--- src/rtl/keypad_pkg.sv ---
// Shared key codes, scan FSM encoding and buffer sizing for the keypad entry controller.
package keypad_pkg;

    localparam logic [3:0] KEY_BKSP = 4'hC;
    localparam logic [3:0] KEY_CLR  = 4'hE;
    localparam logic [3:0] KEY_ENT  = 4'hF;

    localparam int MAX_DIGITS = 8;

    typedef enum logic [1:0] {
        SCAN,
        DEBOUNCE,
        APPLY,
        RELEASE
    } scan_state_t;

    // Lowest-numbered active-low column wins when several are pressed together.
    function automatic logic [1:0] lowest_low_col(input logic [3:0] pat);
        logic [1:0] idx;
        idx = 2'd3;
        if (!pat[2]) idx = 2'd2;
        if (!pat[1]) idx = 2'd1;
        if (!pat[0]) idx = 2'd0;
        return idx;
    endfunction

endpackage

--- src/rtl/keypad_scanner.sv ---
// Row scanning, column synchronisation and press/release debounce for a 4x4 keypad.
module keypad_scanner
    import keypad_pkg::*;
#(
    parameter int SCAN_DIV   = 50000,
    parameter int DEB_CYCLES = 1000000
) (
    input  logic       clk,
    input  logic       rstn,
    input  logic [3:0] col_n,
    output logic [3:0] row_n,
    output logic       key_pulse,
    output logic [3:0] key_code
);

    localparam int SW = $clog2(SCAN_DIV);
    localparam int DW = $clog2(DEB_CYCLES);
    localparam logic [SW-1:0] SCAN_LAST = SW'(SCAN_DIV - 1);
    localparam logic [DW-1:0] DEB_LAST  = DW'(DEB_CYCLES - 1);

    scan_state_t   state_q, state_d;
    logic [3:0]    col_s1_q, col_s1_d;
    logic [3:0]    col_s2_q, col_s2_d;
    logic [1:0]    row_idx_q, row_idx_d;
    logic [SW-1:0] scan_cnt_q, scan_cnt_d;
    logic [DW-1:0] deb_cnt_q, deb_cnt_d;
    logic [3:0]    pat_q, pat_d;
    logic          key_pulse_q, key_pulse_d;
    logic [3:0]    key_code_q, key_code_d;

    always_comb begin
        state_d     = state_q;
        col_s1_d    = col_n;
        col_s2_d    = col_s1_q;
        row_idx_d   = row_idx_q;
        scan_cnt_d  = scan_cnt_q;
        deb_cnt_d   = deb_cnt_q;
        pat_d       = pat_q;
        key_pulse_d = 1'b0;
        key_code_d  = key_code_q;

        unique case (state_q)
            SCAN: begin
                if (col_s2_q != 4'hF) begin
                    pat_d      = col_s2_q;
                    deb_cnt_d  = '0;
                    scan_cnt_d = '0;
                    state_d    = DEBOUNCE;
                end else if (scan_cnt_q == SCAN_LAST) begin
                    scan_cnt_d = '0;
                    row_idx_d  = row_idx_q + 2'd1;
                end else begin
                    scan_cnt_d = scan_cnt_q + SW'(1);
                end
            end
            DEBOUNCE: begin
                // A bounce drops back to scanning on the same row rather than skipping it.
                if (col_s2_q != pat_q) begin
                    state_d = SCAN;
                end else if (deb_cnt_q == DEB_LAST) begin
                    state_d     = APPLY;
                    key_pulse_d = 1'b1;
                    key_code_d  = {row_idx_q, lowest_low_col(pat_q)};
                end else begin
                    deb_cnt_d = deb_cnt_q + DW'(1);
                end
            end
            APPLY: begin
                deb_cnt_d = '0;
                state_d   = RELEASE;
            end
            RELEASE: begin
                if (col_s2_q != 4'hF) begin
                    deb_cnt_d = '0;
                end else if (deb_cnt_q == DEB_LAST) begin
                    deb_cnt_d  = '0;
                    scan_cnt_d = '0;
                    row_idx_d  = row_idx_q + 2'd1;
                    state_d    = SCAN;
                end else begin
                    deb_cnt_d = deb_cnt_q + DW'(1);
                end
            end
            default: state_d = SCAN;
        endcase
    end

    always_ff @(posedge clk) begin
        if (!rstn) begin
            state_q     <= SCAN;
            col_s1_q    <= 4'hF;
            col_s2_q    <= 4'hF;
            row_idx_q   <= 2'd0;
            scan_cnt_q  <= '0;
            deb_cnt_q   <= '0;
            pat_q       <= 4'hF;
            key_pulse_q <= 1'b0;
            key_code_q  <= 4'h0;
        end else begin
            state_q     <= state_d;
            col_s1_q    <= col_s1_d;
            col_s2_q    <= col_s2_d;
            row_idx_q   <= row_idx_d;
            scan_cnt_q  <= scan_cnt_d;
            deb_cnt_q   <= deb_cnt_d;
            pat_q       <= pat_d;
            key_pulse_q <= key_pulse_d;
            key_code_q  <= key_code_d;
        end
    end

    assign row_n     = ~(4'b0001 << row_idx_q);
    assign key_pulse = key_pulse_q;
    assign key_code  = key_code_q;

endmodule

--- src/rtl/keypad_entry_ctrl.sv ---
// Keypad front end: turns debounced key events into a hex entry buffer and a valid/ready commit.
module keypad_entry_ctrl
    import keypad_pkg::*;
#(
    parameter int SCAN_DIV   = 50000,
    parameter int DEB_CYCLES = 1000000
) (
    input  logic        clk,
    input  logic        rstn,
    input  logic [3:0]  col_n,
    output logic [3:0]  row_n,
    output logic [31:0] live_data,
    output logic [3:0]  digit_cnt,
    output logic        key_pulse,
    output logic [3:0]  key_code,
    output logic [31:0] commit_data,
    output logic        commit_valid,
    input  logic        commit_ready
);

    logic [31:0] live_q, live_d;
    logic [3:0]  cnt_q, cnt_d;
    logic [31:0] cdata_q, cdata_d;
    logic        cvalid_q, cvalid_d;

    keypad_scanner #(
        .SCAN_DIV   (SCAN_DIV),
        .DEB_CYCLES (DEB_CYCLES)
    ) u_scanner (
        .clk       (clk),
        .rstn      (rstn),
        .col_n     (col_n),
        .row_n     (row_n),
        .key_pulse (key_pulse),
        .key_code  (key_code)
    );

    always_comb begin
        live_d   = live_q;
        cnt_d    = cnt_q;
        cdata_d  = cdata_q;
        cvalid_d = cvalid_q;

        if (cvalid_q && commit_ready) cvalid_d = 1'b0;

        if (key_pulse) begin
            unique case (key_code)
                KEY_BKSP: begin
                    live_d = live_q >> 4;
                    if (cnt_q != 4'd0) cnt_d = cnt_q - 4'd1;
                end
                KEY_CLR: begin
                    live_d = '0;
                    cnt_d  = 4'd0;
                end
                KEY_ENT: begin
                    // A transfer on this same edge frees the slot for the new word.
                    if (!cvalid_q || commit_ready) begin
                        cdata_d  = live_q;
                        cvalid_d = 1'b1;
                        live_d   = '0;
                        cnt_d    = 4'd0;
                    end
                end
                default: begin
                    if (cnt_q < 4'(MAX_DIGITS)) begin
                        live_d = {live_q[27:0], key_code};
                        cnt_d  = cnt_q + 4'd1;
                    end
                end
            endcase
        end
    end

    always_ff @(posedge clk) begin
        if (!rstn) begin
            live_q   <= '0;
            cnt_q    <= 4'd0;
            cdata_q  <= '0;
            cvalid_q <= 1'b0;
        end else begin
            live_q   <= live_d;
            cnt_q    <= cnt_d;
            cdata_q  <= cdata_d;
            cvalid_q <= cvalid_d;
        end
    end

    assign live_data    = live_q;
    assign digit_cnt    = cnt_q;
    assign commit_data  = cdata_q;
    assign commit_valid = cvalid_q;

endmodule

--- config.mk ---
export PLATFORM = sky130hd
export DESIGN_NAME = keypad_entry_ctrl
export DESIGN_NICKNAME = d
export VERILOG_FILES = /design/src/rtl/keypad_pkg.sv /design/src/rtl/keypad_scanner.sv /design/src/rtl/keypad_entry_ctrl.sv
export SDC_FILE = /design/constraint.sdc
export NUM_CORES = 1
export LEC_CHECK = 0
export BUFFER_PORTS_ARGS = -buffer_cell sky130_fd_sc_hd__buf_4
export CORE_UTILIZATION = 30
export CTS_BUF_LIST = sky130_fd_sc_hd__clkbuf_4
export DETAILED_ROUTE_END_ITERATION = 16
export PLACE_DENSITY = 0.56
export SLEW_MARGIN = 30
export SYNTH_ARGS = -nofsm -noshare
export SYNTH_HDL_FRONTEND = slang
export SYNTH_HIERARCHICAL = 1
export SYNTH_SLANG_ARGS = --single-unit
export TNS_END_PERCENT = 20
--- constraint.sdc ---
create_clock -name clk -period 5.56 [get_ports clk]
set_input_delay 0.834 -clock clk [delete_from_list [all_inputs] [get_ports clk]]
set_output_delay 0.834 -clock clk [all_outputs]
set_load 0.02 [all_outputs]
Word-level counts from Yosys, hierarchy flattened
Index checks and enable logic that the tools add are counted.

word-level totals
  bits of input ports = 7
  register bits after elaboration = 126
  output and inout port bits = 78

cells by class
  reduce and logical (&&, ||, !) cells = 17
  multiplexer cells = 37
  eq/ne operators = 20
  bitwise logic cells = 4
  shift-type cells = 1
  magnitude comparators = 1
  $add $sub $neg = 5

operators with widths
  kind                                                    number
  two-way mux 20 bit                                      5
  one-hot mux 32 bit (3 select lines)                     1
  one-hot mux 20 bit (4 select lines)                     1
  two-way mux 16 bit                                      4
  two-way mux 32 bit                                      2
  one-hot mux 16 bit (2 select lines)                     1
  two-way mux 2 bit                                       11
  adder 20 x 1 -> 20 bit (second input constant)          1
  == test 20 bit (second input constant)                  1
  adder 16 x 1 -> 16 bit (second input constant)          1
  == test 16 bit (second input constant)                  1
  AND reduction 3 bit                                     5
  == test 4 bit (second input constant)                   3
  two-way mux 4 bit                                       3
  inequality test 2 bit (second input constant)           6
  one-hot mux 4 bit (3 select lines)                      1
  one-hot mux 2 bit (4 select lines)                      1
  AND reduction 4 bit                                     2
  nonzero test 4 bit                                      2
  two-way mux 1 bit                                       6
  inequality test 2 x 1 -> 1 bit (second input constant)  3
  AND reduction 5 bit                                     1
  adder 4 x 1 -> 4 bit (second input constant)            1
  == test 2 bit (second input constant)                   2
  other kinds (18)                                        20

Depth between registers and ports, before layout
  word-level depth = 5
  gate-level depth with buffers = 8
  mapped depth without buffers = 7

By module
Netlist, hierarchy kept.

by module, submodules not included
  module             cells an instance  area each (µm²)  instances
  keypad_entry_ctrl  349                2980.4           1
  keypad_scanner     337                2872.8           1

Worst setup path before layout
No wires, ideal clock.

  path kind = flip-flop to flip-flop
  start = register u_scanner.key_code_q[0] (netlist: u_scanner/key_code[0])
  end = register cnt_q[3] (netlist: digit_cnt[3])
  arrival = 2.052 ns
  period minus slack after synthesis = 2.131 ns
  stages on the path, launching flop included = 9
  required time = 5.481 ns
  path buffers = 2
  path slack = 3.429 ns
  cells stage by stage = dfxtp_1 and4bb_1 buf_4 buf_2 ha_1 or2_2 mux2i_1 a221oi_1 o211ai_1

between the ends
  word-level cells in the longest chain between the ends = 3

RTL lines
  item                                                                   line                     text
  start: declaration                                                     keypad_scanner.sv:29     logic [3:0] key_code_q, key_code_d;
  start signal: assignment                                               keypad_scanner.sv:108    key_code_q <= key_code_d;
  == test 4 bit                                                          keypad_entry_ctrl.sv:47  unique case (key_code)
  inequality test 2 bit (no line) or nonzero test 4 bit (tied branches)  -
  AND reduction 4 bit (no line)                                          -
  end signal: assignment                                                 keypad_entry_ctrl.sv:83  cnt_q <= cnt_d;
  end: declaration                                                       keypad_entry_ctrl.sv:22  logic [3:0] cnt_q, cnt_d;

Several ways; a longest one is shown, not always the timed one.
A chain may end at the register's enable or synchronous reset.

Worst setup path in the final report
  start = register u_scanner.scan_cnt_q[0]
  end = register u_scanner.scan_cnt_q[12]

between the ends
  word-level cells in the longest chain between the ends = 4

RTL lines
  item                                                      line                                        text
  start: declaration                                        keypad_scanner.sv:25                        logic [SW-1:0] scan_cnt_q, scan_cnt_d;
  start signal: assignment                                  keypad_scanner.sv:104                       scan_cnt_q <= scan_cnt_d;
  adder 16 x 1 -> 16 bit or == test 16 bit (tied branches)  keypad_scanner.sv:53, keypad_scanner.sv:49
  two-way mux 16 bit *                                      keypad_scanner.sv:49                        end else if (scan_cnt_q == SCAN_LAST) begin
  two-way mux 16 bit *                                      keypad_scanner.sv:44                        if (col_s2_q != 4'hF) begin
  one-hot mux 16 bit (2 select lines) *                     keypad_scanner.sv:42                        unique case (state_q)

Mark *: on every way between the ends. The rest lies on a longest branch, timed or not.

==> impl_metrics.toml <==
[clock_network]
clk_latency_ns = 0.53
clkSinkCount = 126
cts.root.buffer_cell = "clkbuf_4"
tritoncts = "yes"
hold_buffers = 0
post_cts_buffers = 0
clockBufferDepth = 2
clk_pin_slew_ns = 0.10
post_cts_resized = 0
htree_levels = 4
numCtsBuffers = 17

[setup_path]
end_kind = "flop"
worstPathArrival_ns = 2.97
r2r-start = "u_scanner/scan_cnt_q[0]$_SDFFE_PN0P_"
setup.worst_path.start = "u_scanner/scan_cnt_q[0]$_SDFFE_PN0P_"
crit_path_max_fanout = 12
start_kind = "flop"
worstSetupPathType = "flop to flop"
ff2ff_setup_slack_ns = 3.02
r2r_end = "u_scanner/scan_cnt_q[12]$_SDFFE_PN0P_"
crit_required_ns = 5.99
reg2reg_depth = 7

[place]
gp_congestion = 0.799
portBuffers = 84
dp_hpwl_um = 10400

[die]
start_util_pct = 31.0
coreArea_um2 = 18900
rows = 50
io_pins = 85
die_w_um = 142
die_h_um = 142
die_area_um2 = 20100

[power]
max-vdd-ir-drop_uv = 117
p_per_area_nw_per_um2 = 236
static-leakage-power_nw = 2.40

[final_layout]
area_delta_synth_final_pct = 17.5
fill_cells = 2025
final_layout_size_suffix_gt1_share_pct = 19.5
antennaDiodeCount = 0
num-nets-final = 767

[synth]
syn_avg_cell_area_um2 = 8.53
yosys_most_used_dff = "dfxtp_1"
ys_warn_count = 6
synth_cell_types = 68
synth_top_area_share_pct = 43.1
ys_ff_latch = 126
synth_area_um2 = 5850
synth.yosys.seq_area_share_pct = 43.1
yosys.area.top_type = "dfxtp_1"
async_reset_ff_share_pct = 0
synthCells = 686
syn-num-nets = 701
synth.area.top_cells = "dfxtp_1 43%, a21oi_1 7.2%, nand2_1 6.6%"
synth-edff-count = 0

[global_route]
grt_max_degree = 60
track_usage_pct = 15.9
grt_pass1_wl_um = 25300
antenna_found_initial = 0
grt_pass1_vias = 4745
gr-total-overflow = 0

[sta]
worst_slew_pin_slew_ns = 0.679
whs_ns = 0.418
fin_setup_tns_ns = 0
fmax_mhz = 394
finalCriticalPeriod_ns = 2.54
skew_ns = 0.0179
period_share_pct = 45.6
rsz0062_at_grt = "no"
maxSlewHeadroom_pct = 54.7
setup_viol = 0
final_max_slew_viol_count = 0
finalHoldViolations = 0

[drt]
drc = 0
wl_met2_um = 7140
routed_wl_um = 15700
wl_met3_um = 816
wl_met1_um = 7580
dr_total_vias = 5215
drt_iter0_drc = 416
detail-route-antenna-nets = 0
drt-pass1-iter-count = 5
top_layer_used = "met4"
viasPerCell = 5.09
wire_per_inst_um = 15.4

[min_path]
hold_path_startpoint = "u_scanner/col_s1_q[0]$_SDFF_PN1_"
hp-class = "flop to flop"
min_path_cells = 1
holdPathEnd = "u_scanner/col_s2_q[0]$_SDFF_PN1_"

[flow_run]
cap_viol_max_count = 0

[run_status]
status = "completed"
==> cells by family (layout without fill, tap and decap cells) <==
kind of cell / after synthesis / after routing / share of synthesized area, %
compound gates: 203 / 203 / 22.6
xor+xnor: 26 / 26 / 3.89
fa+ha+maj: 8 / 8 / 1.71
buf+inv: 57 / 135 / 4.66
flops: 126 / 126 / 43.1
mux: 5 / 5 / 0.855
simple gates: 261 / 261 / 23.2
==> through the flow <==
| stage | instance area [um^2] | setup slack [ns] | utilization (%) | instances | total power (W) |
|---|---|---|---|---|---|
| after CTS | 6880 | 3.01 | 36.4 | 1024 | 0.00164 |
| after floorplan | 5850 | 3.43 | - | 686 | 0.00104 |
| after global routing | 6880 | 2.80 | 36.4 | 1024 | 0.00170 |
| after detailed placement | 6640 | 3.06 | 35.1 | 993 | 0.00107 |
| final | 6880 | 3.02 | 36.4 | 1024 | 0.00162 |
| after global placement | 6630 | 2.96 | 35.1 | 993 | 0.00107 |
==> placed cells by master, fill, tap and decap left out, types with 11 or more instances in the layout <==
master    instances
dfxtp_1         126
nand2_1         102
buf_4            90
a21oi_1          84
nor2_1           37
a22oi_1          28
nand3_1          25
a211oi_1         23
clkbuf_4         23
o21ai_0          21
xnor2_1          15
inv_1            13
nand2b_1         12
nand4_1          12
xor2_1           11
==> state kept, by name, summed over array words and instances (netlist names), 16 cells and up, named ones only <==
name / cells
u_scanner/deb_cnt_q: 20
commit_data: 32
u_scanner/scan_cnt_q: 16
live_data: 32
==> power breakdown <==
part	internal (W)	switching, W	leakage, nW	total (W)
Combinational	0.0000402	0.0000832	1.25	0.000123
Clock	0.000245	0.000324	0.137	0.000568
Sequential	0.000914	0.0000152	1.02	0.000929
==> final cells by class <==
class | count | area, um^2 | area share [%]
Clock inverter | 8 | 68.8 | 1.00
Multi-Input combinational cell | 503 | 3060 | 44.5
Clock buffer | 23 | 173 | 2.51
Inverter | 14 | 52.6 | 0.764
Timing Repair Buffer | 90 | 676 | 9.82
Sequential cell | 126 | 2520 | 36.7
Tap cell | 260 | 325 | 4.73
==> worst max-delay path by stage <==
stage	to	cells past startpoint
2_1_floorplan	digit_cnt[3]$_SDFFE_PN0P_	8
3_3_place_gp	live_data[3]$_SDFFE_PN0P_	5
3_5_place_dp	u_scanner/deb_cnt_q[5]$_SDFFE_PN0P_	7
4_1_cts	u_scanner/scan_cnt_q[12]$_SDFFE_PN0P_	7
5_1_grt	u_scanner/scan_cnt_q[12]$_SDFFE_PN0P_	7
6_report	u_scanner/scan_cnt_q[12]$_SDFFE_PN0P_	7
==> critical path, cell delays in order (launching register included) <==
cell and delay (ns):
dfxtp_1 0.39, ha_1 0.21, nand3_1 0.37, nor4_4 0.50, o21ai_0 0.13, nand3_1 0.46, o22ai_1 0.18, a21o_1 0.20
==> layer usage <==
layer  vias up  GRT usage [%]
li1       2602              -
met1      2474           21.2
met2       121           24.6
met3        18           4.42
met4         0           4.98
met5         -              0
==> synth_stat cells (6+ instances only) <==
master / n
a211oi_1: 23
a21oi_1: 84
a22oi_1: 28
a31oi_1: 6
and2_1: 6
and3_1: 8
buf_2: 17
buf_4: 6
clkbuf_1: 18
dfxtp_1: 126
ha_1: 8
inv_1: 13
nand2_1: 103
nand2b_1: 12
nand3_1: 25
nand4_1: 12
nor2_1: 37
nor3_1: 6
nor4_1: 6
o211ai_1: 8
o21ai_0: 21
or3_1: 7
xnor2_1: 15
xor2_1: 11
No activity file was read; power rests on OpenSTA's default activity.
